==> src/rtl/serial_adder.sv <==
// Bit-serial WIDTH-bit adder: one full-adder cell plus a carry flop, LSB first.
// Accepts operands on start while idle, streams one sum bit per clock, then
// presents the parallel sum and carry-out with a one-cycle done pulse.
// Optional build macro SERIAL_ADDER_SUB_EN adds a sub_i input and a borrow_o
// output so the same cell computes a - b (b inverted, carry-in 1).
module serial_adder #(
  parameter int unsigned WIDTH = 8
) (
  input  logic             clk,
  input  logic             rst_n,
  input  logic             start_i,
`ifdef SERIAL_ADDER_SUB_EN
  input  logic             sub_i,
  output logic             borrow_o,
`endif
  input  logic [WIDTH-1:0] a_i,
  input  logic [WIDTH-1:0] b_i,
  output logic             busy_o,
  output logic             sum_bit_o,
  output logic             sum_bit_valid_o,
  output logic [WIDTH-1:0] sum_o,
  output logic             cout_o,
  output logic             done_o
);

  localparam int unsigned CntW = (WIDTH > 1) ? $clog2(WIDTH) : 1;

  typedef enum logic [0:0] {StIdle, StRun} state_e;

  state_e           state_q;
  logic [WIDTH-1:0] a_sh_q;
  logic [WIDTH-1:0] b_sh_q;
  logic             carry_q;
  logic [CntW-1:0]  cnt_q;
  logic             busy_q;
  logic             sum_bit_q;
  logic             sum_bit_valid_q;
  logic [WIDTH-1:0] sum_q;
  logic             cout_q;
  logic             done_q;

  logic             s_d;
  logic             c_d;
  logic             last_d;
  logic [WIDTH-1:0] sum_bit_mask_d;

`ifdef SERIAL_ADDER_SUB_EN
  logic             sub_q;
  logic             borrow_q;
`endif

  // Full-adder cell on the current LSBs, plus last-bit detect.
  always_comb begin
    s_d            = a_sh_q[0] ^ b_sh_q[0] ^ carry_q;
    c_d            = (a_sh_q[0] & b_sh_q[0]) | (a_sh_q[0] & carry_q) | (b_sh_q[0] & carry_q);
    last_d         = (cnt_q == CntW'(WIDTH - 1));
    sum_bit_mask_d = WIDTH'(s_d) << cnt_q;
  end

  // Control FSM with all outputs registered.
  always_ff @(posedge clk or negedge rst_n) begin
    if (!rst_n) begin
      state_q         <= StIdle;
      a_sh_q          <= '0;
      b_sh_q          <= '0;
      carry_q         <= 1'b0;
      cnt_q           <= '0;
      busy_q          <= 1'b0;
      sum_bit_q       <= 1'b0;
      sum_bit_valid_q <= 1'b0;
      sum_q           <= '0;
      cout_q          <= 1'b0;
      done_q          <= 1'b0;
`ifdef SERIAL_ADDER_SUB_EN
      sub_q           <= 1'b0;
      borrow_q        <= 1'b0;
`endif
    end else begin
      unique case (state_q)
        StIdle: begin
          // Done and the streamed bit only live for one cycle.
          done_q          <= 1'b0;
          sum_bit_q       <= 1'b0;
          sum_bit_valid_q <= 1'b0;
          if (start_i) begin
            a_sh_q  <= a_i;
            cnt_q   <= '0;
            sum_q   <= '0;
            cout_q  <= 1'b0;
            busy_q  <= 1'b1;
            state_q <= StRun;
`ifdef SERIAL_ADDER_SUB_EN
            // Two's-complement subtract: invert b, carry-in of one.
            b_sh_q   <= sub_i ? ~b_i : b_i;
            carry_q  <= sub_i;
            sub_q    <= sub_i;
            borrow_q <= 1'b0;
`else
            b_sh_q  <= b_i;
            carry_q <= 1'b0;
`endif
          end
        end
        StRun: begin
          sum_bit_q       <= s_d;
          sum_bit_valid_q <= 1'b1;
          sum_q           <= sum_q | sum_bit_mask_d;
          carry_q         <= c_d;
          a_sh_q          <= a_sh_q >> 1;
          b_sh_q          <= b_sh_q >> 1;
          cnt_q           <= cnt_q + 1'b1;
          if (last_d) begin
            cout_q  <= c_d;
            done_q  <= 1'b1;
            busy_q  <= 1'b0;
            state_q <= StIdle;
`ifdef SERIAL_ADDER_SUB_EN
            borrow_q <= sub_q & ~c_d;
`endif
          end
        end
        default: state_q <= StIdle;
      endcase
    end
  end

  assign busy_o          = busy_q;
  assign sum_bit_o       = sum_bit_q;
  assign sum_bit_valid_o = sum_bit_valid_q;
  assign sum_o           = sum_q;
  assign cout_o          = cout_q;
  assign done_o          = done_q;
`ifdef SERIAL_ADDER_SUB_EN
  assign borrow_o        = borrow_q;
`endif

endmodule

==> config.mk <==
export PLATFORM = sky130hd
export DESIGN_NAME = serial_adder
export DESIGN_NICKNAME = d
export VERILOG_FILES = /design/src/rtl/serial_adder.sv
export SDC_FILE = /design/constraint.sdc
export NUM_CORES = 1
export LEC_CHECK = 0
export ABC_AREA = 1
export CAP_MARGIN = 20
export CORE_MARGIN = 2
export CORE_UTILIZATION = 53
export CTS_CLUSTER_SIZE = 10
export DETAILED_ROUTE_END_ITERATION = 6
export PLACE_DENSITY_LB_ADDON = 0.2
export SLEW_MARGIN = 30
export SYNTH_ARGS = -nofsm -noshare
export SYNTH_HDL_FRONTEND = slang
export SYNTH_SLANG_ARGS = --single-unit
==> constraint.sdc <==
create_clock -name clk -period 2.3 [get_ports clk]
set_clock_uncertainty 0.2 [all_clocks]
set_input_delay 0.345 -clock clk [delete_from_list [all_inputs] [get_ports clk]]
set_output_delay 0.345 -clock clk [all_outputs]
set_load 0.01 [all_outputs]
Word-level counts from Yosys, hierarchy flattened
Cells that the tools add are included.
{"block": "totals", "ff_bits": 34, "latch_bits": 0, "ram_bits": 0, "mem_bits_ro": 0, "input_bits": 19, "output_inout_bits": 13, "elab_cells": 48, "mem_count": 0}
{"block": "classes", "n_addsub": 1, "mul": 0, "div_mod_pow": 0, "order_cmp": 0, "n_eq_ne": 3, "shift": 1, "n_mux": 22, "n_bitwise": 9, "reduce_logical": 1}
{"operator": "8-bit case mux with 2 select lines", "n": 3}
{"operator": "8-bit 2-to-1 mux", "n": 3}
{"operator": "1-bit case mux with 2 select lines", "n": 7}
{"operator": "8-bit bitwise OR", "n": 1}
{"operator": "1-bit by 3-bit left shift with 8-bit output", "n": 1}
{"operator": "1-bit 2-to-1 mux", "n": 7}
{"operator": "3-bit case mux with 2 select lines", "n": 1}
{"operator": "3-bit by 1-bit adder with 3-bit output (second input constant)", "n": 1}
{"operator": "1-bit AND", "n": 3}
{"operator": "3-bit equality test (second input constant)", "n": 1}
{"operator": "3-bit 2-to-1 mux", "n": 1}
{"operator": "2-bit by 1-bit inequality test with 1-bit output (second input constant)", "n": 1}
{"operator": "2-bit inequality test (second input constant)", "n": 1}
{"operator": "1-bit bitwise OR", "n": 2}
{"operator": "2-bit AND reduction", "n": 1}
{"operator": "1-bit bitwise XOR", "n": 2}
{"operator": "1-bit NOT", "n": 1}

Depth between registers and ports, before layout
Gate-level depths: netlist (run 1).
{"block": "depth", "word_depth": 5, "ltp_mapped": 7, "depth_no_buf": 7}

Worst setup path after synthesis (run 1)
OpenSTA, ideal clock, no wires.
{"block": "synth_path", "path_type": "register -> register", "start": "register a_sh_q[0]", "end": "register sum_q[0], in the netlist sum_o[0]", "setup_ps": 65, "arrival_ps": 1252, "required_time_ps": 2035, "slack_ps": 783, "stages_incl_launch_ff": 6, "path_buffers": 0, "synth_period_minus_slack_ps": 1517, "path_cell_list": "dfrtp_1 -> fa_1 -> inv_1 -> nor2_1 -> nand3_1 -> nand2_1"}
{"block": "synth_via", "elab_chain_cells": 5}
{"element": "start, declared", "line_no": "31", "rtl": "logic [WIDTH-1:0] a_sh_q;"}
{"element": "start signal, assigned", "line_no": "86", "rtl": "a_sh_q <= a_i;"}
{"element": "start signal, assigned", "line_no": "109", "rtl": "a_sh_q <= a_sh_q >> 1;"}
{"element": "1-bit bitwise XOR (2 in a row)", "line_no": "54", "rtl": "s_d = a_sh_q[0] ^ b_sh_q[0] ^ carry_q;"}
{"element": "1-bit by 3-bit left shift with 8-bit output", "line_no": "57", "rtl": "sum_bit_mask_d = WIDTH'(s_d) << cnt_q;"}
{"element": "8-bit bitwise OR", "line_no": "107", "rtl": "sum_q <= sum_q | sum_bit_mask_d;"}
{"element": "8-bit case mux with 2 select lines", "line_no": "79", "rtl": "unique case (state_q)"}
{"element": "end signal, assigned", "line_no": "107"}
{"element": "end, declared", "line_no": "38", "rtl": "logic [WIDTH-1:0] sum_q;"}
No other way between the ends.
A chain may end at the register's enable or synchronous reset.

Worst setup path in the final report (run 1)
{"block": "layout_path", "start": "register busy_q, in the netlist busy_o", "end": "output busy_o"}
{"element": "start, declared", "line_no": "35", "rtl": "logic busy_q;"}
{"element": "start signal, assigned", "line_no": "68", "rtl": "busy_q <= 1'b0;"}
{"element": "start signal, assigned", "line_no": "90", "rtl": "busy_q <= 1'b1;"}
{"element": "start signal, assigned", "line_no": "115", "rtl": "busy_q <= 1'b0;"}
{"element": "end, declared", "line_no": "18", "rtl": "output logic busy_o,"}
No word-level cell between the ends.

==> reports/metrics.cfg, run 1 <==
[outcome]
status = complete, no violations

[global_routing]
gr-total-overflow = 0
grt_pass1_vias = 1090
grtUsageTotal = 0.197
antenna_found_initial = 0
grt_pass1_wl_mm = 4.63
grt_max_degree = 35

[min_path]
hp-class = input pin to asynchronous set/reset pin

[timing]
finalWorstSetupSlack_ps = 525
whs_ps = 216
fin_tns_setup_ps = 0
post-route-period-util = 0.772
rsz0062_at_grt = no
slew_headroom = 0.568
setup_violations = 0
max_freq_mhz = 563
tightest_slew_ps = 648
layout_min_cycle_time_ps = 1770
hold_viol_final = 0
drv_slew = 0

[cts]
cts_num_sinks = 34
clkTransAtPathRegs_ps = 90
cts_tree = done
postCtsSetupRepairBufs = 0
clock_latency_ps = 330
clk_path_buf_depth = 2
htreeDepth = 2
cts_resized = 0
cts-buffers-inserted = 5
hold_buffers = 0
root_buffer = clkbuf_4

[place]
portBuffers = 31
post-place-ws_ps = 546
dp_hpwl_mm = 1.92
globalplace.congestion = 0.733

[routing]
wl_per_cell_um = 11.4
vias = 1140
m1WireLength_mm = 1.03
firstDrtPassIters = 4
wl_met3_um = 144
drt-initial-drc-count = 28
wl_met2_mm = 1.33
vias_per_cell = 5.02
drt-total-wl_mm = 2.59
ant_nets = 0
top_layer = met4
drc = 0

[final_layout]
fin_util = 0.717
drive_above_1_share = 0.0609
antenna_cells = 0
syn_to_final_growth_pct = 25.3
final_nets = 219

[pwr]
p_per_area_nw_per_um2 = 1170
leakage_nw = 0.893
ir_drop_mv = 0.782

[floorplan]
rows = 18
dieWidth_um = 56.2
core-area_um2 = 2520
design.die.area_um2 = 3160
io_pins = 32
initial_core_util = 0.572
fp.dieH_um = 56.2

[synthesis]
synth.top_cells.by_area = dfrtp_1, nand2_1, nand3_1
synth_top_area_cell = dfrtp_1
yosys_warnings = 0
synth_top_area_share = 0.590
avgSynthCellArea_um2 = 8.91
syn_area_um2 = 1440
syn_nets = 184
ys_seq_area_frac = 0.590
syn_inst = 162
synth_seq_cells = 34
synth_cell_types = 15

[run]
drv_cap = 0

[critical_path]
cpMaxStageDelayCell = clkdlybuf4s50_1
crit_type = flip-flop to output pin
worstPathArrival_ps = 1230
worst_setup_path_start_kind = flip-flop
worstPathMaxFanout = 2
critPathMaxStageDelay_ps = 540
cp.required_ps = 1750
critical_path.top_delay_family = buffers and inverters
path_cells = clkdlybuf4s50_1
end_kind = output pin
critPathBufInv = 1

[cells in the mapped netlist]
library cell / n
o21ai_0: 1
ha_1: 2
inv_2: 2
inv_1: 7
nor2_1: 4
o21ai_1: 8
buf_6: 2
nand3_1: 20
nor2_4: 2
dfrtp_1: 34
fa_1: 1
nand2_2: 1
buf_4: 2
buf_2: 1
nand2_1: 75
[layer usage]
metal / global-route usage / up-vias
met5: 0 / -
met4: 0.102 / 0
met3: 0.0721 / 8
met2: 0.351 / 29
met1: 0.197 / 528
li1: - / 575
[sequential cells by signal, indices dropped and copies added (netlist names), 3 cells and up]
| signal | count |
|---|---|
| a_sh_q | 8 |
| b_sh_q | 8 |
| cnt_q | 3 |
| sum_o | 8 |
[layout by cell type, fill, tap and decap left out]
cell and n:
dfrtp_1 34, nand2_1 75, nand2_2 1, buf_4 2
clkdlybuf4s50_1 31, o21ai_1 8, clkbuf_1 2, inv_2 2
clkbuf_4 5, nor2_4 2, o21ai_0 1, inv_1 7
ha_1 2, nand3_1 20, fa_1 1, nor2_1 4
[power breakdown]
part	switching, W	internal [W]
Sequential	0.000183	0.000837
Combinational	0.000416	0.000389
Clock	0.000179	0.000115
Total	0.000779	0.00134
[through the flow]
step | area, µm² | power [W] | std cells
CTS | 1810 | 0.00215 | 227
detailed placement | 1760 | 0.00186 | 220
floorplan | 1440 | 0.00153 | 162
global placement | 1760 | 0.00182 | 220
global route | 1810 | 0.00232 | 227
finish | 1810 | 0.00212 | 227
[final timing paths]
path	startpoint	end	slack [ps]	cells after the start
max in group asynchronous	rst_n	a_sh_q[3]$_DFFE_PN0P_	1390	2
worst max register to register	a_sh_q[0]$_DFFE_PN0P_	sum_o[4]$_DFFE_PN0P_	630	5
min in group clk	sum_o[4]$_DFFE_PN0P_	sum_o[4]$_DFFE_PN0P_	290	2
worst min register to register	sum_o[4]$_DFFE_PN0P_	sum_o[4]$_DFFE_PN0P_	290	2
worst max-delay path	busy_o$_DFFE_PN0P_	busy_o	530	1
worst min-delay path	rst_n	a_sh_q[1]$_DFFE_PN0P_	220	2
[area by class of cell]
type | count | area [µm²]
multi-input combinational | 114 | 515
tap | 30 | 37.5
clock buffer | 7 | 45.0
sequential | 34 | 851
inverter | 9 | 33.8
fill | 203 | 714
timing repair buffer | 33 | 325
[logic make-up after synthesis]
group | synth area share
AND/OR/NAND/NOR | 0.295
flip-flops | 0.590
buffers and inverters | 0.0529
AO/OA/AOI/OAI | 0.0312
adder cells (fa/ha/maj) | 0.0312
Power figures use the tool's default switching activity.
==> inputs of run 2 (changes only) <==
CORE_UTILIZATION = 44   (was 53)
clock period = 1.5 ns   (was 2.3 ns; I/O delays follow)
==> run 2 against run 1 <==
  * The flow now finishes with violations (negative setup slack)
  * Clock power rose by 80%
  * Register-to-register slack worse by 760 ps
  * Via count is 5.0% higher
  * Highest routed layer unchanged
==> reports/metrics.cfg, run 2 (same netlist as run 1, synthesis figures left out) <==
[timing]
whs_ps = 47.2
post-route-period-util = 1.09
setup_violations = 8
tightest_slew_ps = 250
rsz0062_at_grt = yes
slew_headroom = 0.833
hold_viol_final = 0
finalWorstSetupSlack_ps = -135
fin_tns_setup_ps = -643
layout_min_cycle_time_ps = 1630
drv_slew = 0
max_freq_mhz = 612

[final_layout]
drive_above_1_share = 0.150
antenna_cells = 0
layout_common_cells = nand2_1, dfrtp_1, clkdlybuf4s50_1
syn_to_final_growth_pct = 34.9
nFillCells = 289
final_nets = 228
fin_util = 0.632
final_common_cell = nand2_1

[cts]
clk_path_buf_depth = 2
htreeDepth = 2
hold_buffers = 0
clock_latency_ps = 330
clkTransAtPathRegs_ps = 110
cts_tree = done
cts_num_sinks = 34
cts-buffers-inserted = 5
root_buffer = clkbuf_4

[routing]
vias = 1197
firstDrtPassIters = 4
vias_per_cell = 4.77
drc = 0
drt-initial-drc-count = 46
wl_per_cell_um = 11.5
ant_nets = 0
drt-total-wl_mm = 2.89

[critical_path]
cp-startpoint = carry_q$_DFFE_PN0P_
r2r_cells = 5
path_cells = fa_2 -> inv_2 -> nor2_4 -> nand3_2 -> nand2_1
end_kind = flip-flop
timing.rr.start = carry_q$_DFFE_PN0P_
worstPathMaxFanout = 5
critical_path.top_delay_family = adder cells
worst_setup_path_start_kind = flip-flop
path_depth = 5
critPathCapture = sum_o[0]$_DFFE_PN0P_
cpMaxStageDelayCell = fa_2
critPathBufInv = 1
worstPathArrival_ps = 1720
crit_type = flip-flop to flip-flop
critPathMaxStageDelay_ps = 640
timing.rr.end = sum_o[0]$_DFFE_PN0P_
reg2reg_slack_ps = -130
cp.required_ps = 1580

[floorplan]
rows = 20
core-area_um2 = 3080
design.die.area_um2 = 3750
initial_core_util = 0.469
dieWidth_um = 61.3
io_pins = 32
fp.dieH_um = 61.3

[pwr]
leakage_nw = 0.989
seqPwrFrac = 0.434
combinationalPowerShare = 0.415
p_per_area_nw_per_um2 = 1800
switchingPower_w = 0.00134
p_int_w = 0.00217
p_total_w = 0.00351
ir_drop_mv = 0.658
swShare = 0.382
clockPowerShare = 0.150

[outcome]
violations = negative setup slack
status = finished with violations

[place]
portBuffers = 31
globalplace.congestion = 0.760
dp_hpwl_mm = 2.15
post-place-ws_ps = -97.2

[run]
drv_cap = 0

[global_routing]
grt_max_degree = 35
grt_pass1_wl_mm = 5.04
gr-total-overflow = 0
grt_pass1_vias = 1175
antenna_found_initial = 0
grtUsageTotal = 0.187

[min_path]
hp-class = input pin to asynchronous set/reset pin

## run 2: changes by cell type in the layout (fill, tap and decap cells not counted), moves of 2 or more
| cell | previous run | this run |
|---|---|---|
| clkdlybuf4s50_1 | 31 | 18 |
| nand3_1 | 20 | 17 |
| buf_12 | 0 | 2 |
| dlygate4sd2_1 | 0 | 13 |
| nand3_2 | 0 | 3 |
| buf_4 | 2 | 9 |
## run 2: worst min path at each step
stage | start | end | depth (start not counted)
finish | rst_n | sum_o[2]$_DFFE_PN0P_ | 2
global placement | cout_o$_DFFE_PN0P_ | cout_o$_DFFE_PN0P_ | 2
floorplan | rst_n | a_sh_q[0]$_DFFE_PN0P_ | 0
detailed placement | b_sh_q[7]$_DFFE_PN0P_ | b_sh_q[7]$_DFFE_PN0P_ | 2
CTS | rst_n | a_sh_q[0]$_DFFE_PN0P_ | 2
global route | rst_n | b_sh_q[3]$_DFFE_PN0P_ | 2
## run 2: layout make-up
| class | instances | area [µm²] | area share |
|---|---|---|---|
| Multi-Input combinational cell | 114 | 543 | 0.279 |
| Tap cell | 44 | 55.1 | 0.0283 |
| Clock inverter | 1 | 5.00 | 0.00257 |
| Sequential cell | 34 | 852 | 0.438 |
| Timing Repair Buffer | 42 | 402 | 0.206 |
| Clock buffer | 7 | 55.1 | 0.0283 |
| Inverter | 9 | 33.8 | 0.0174 |
## run 2: power by group through the flow
| stage | Clock [W] | Combinational, W | Sequential (W) |
|---|---|---|---|
| floorplan | 0 | 0.000801 | 0.00155 |
| global placement | 0 | 0.00137 | 0.00152 |
| detailed placement | 0 | 0.00143 | 0.00155 |
| CTS | 0.000538 | 0.00136 | 0.00153 |
| global route | 0.000585 | 0.00165 | 0.00157 |
| finish | 0.000528 | 0.00146 | 0.00152 |
## run 2: what timing repair did
action                     4_1_cts  5_1_grt
pin swaps                        1        3
gates cloned                     0        0
buffers inserted                 0        1
resized for setup               15        7
setup endpoints to repair       21       10
## run 2: stage by stage
stage	instances	instance area, µm²
2_1_floorplan	162	1440
3_3_place_gp	242	1870
3_5_place_dp	242	1870
4_1_cts	250	1920
5_1_grt	251	1950
6_report	251	1950
## run 2: routing by layer
metal,GRT usage,routed length (µm)
met1,0.194,1140
met2,0.351,1560
met3,0.0588,148
met4,0.0652,36
met5,0,0
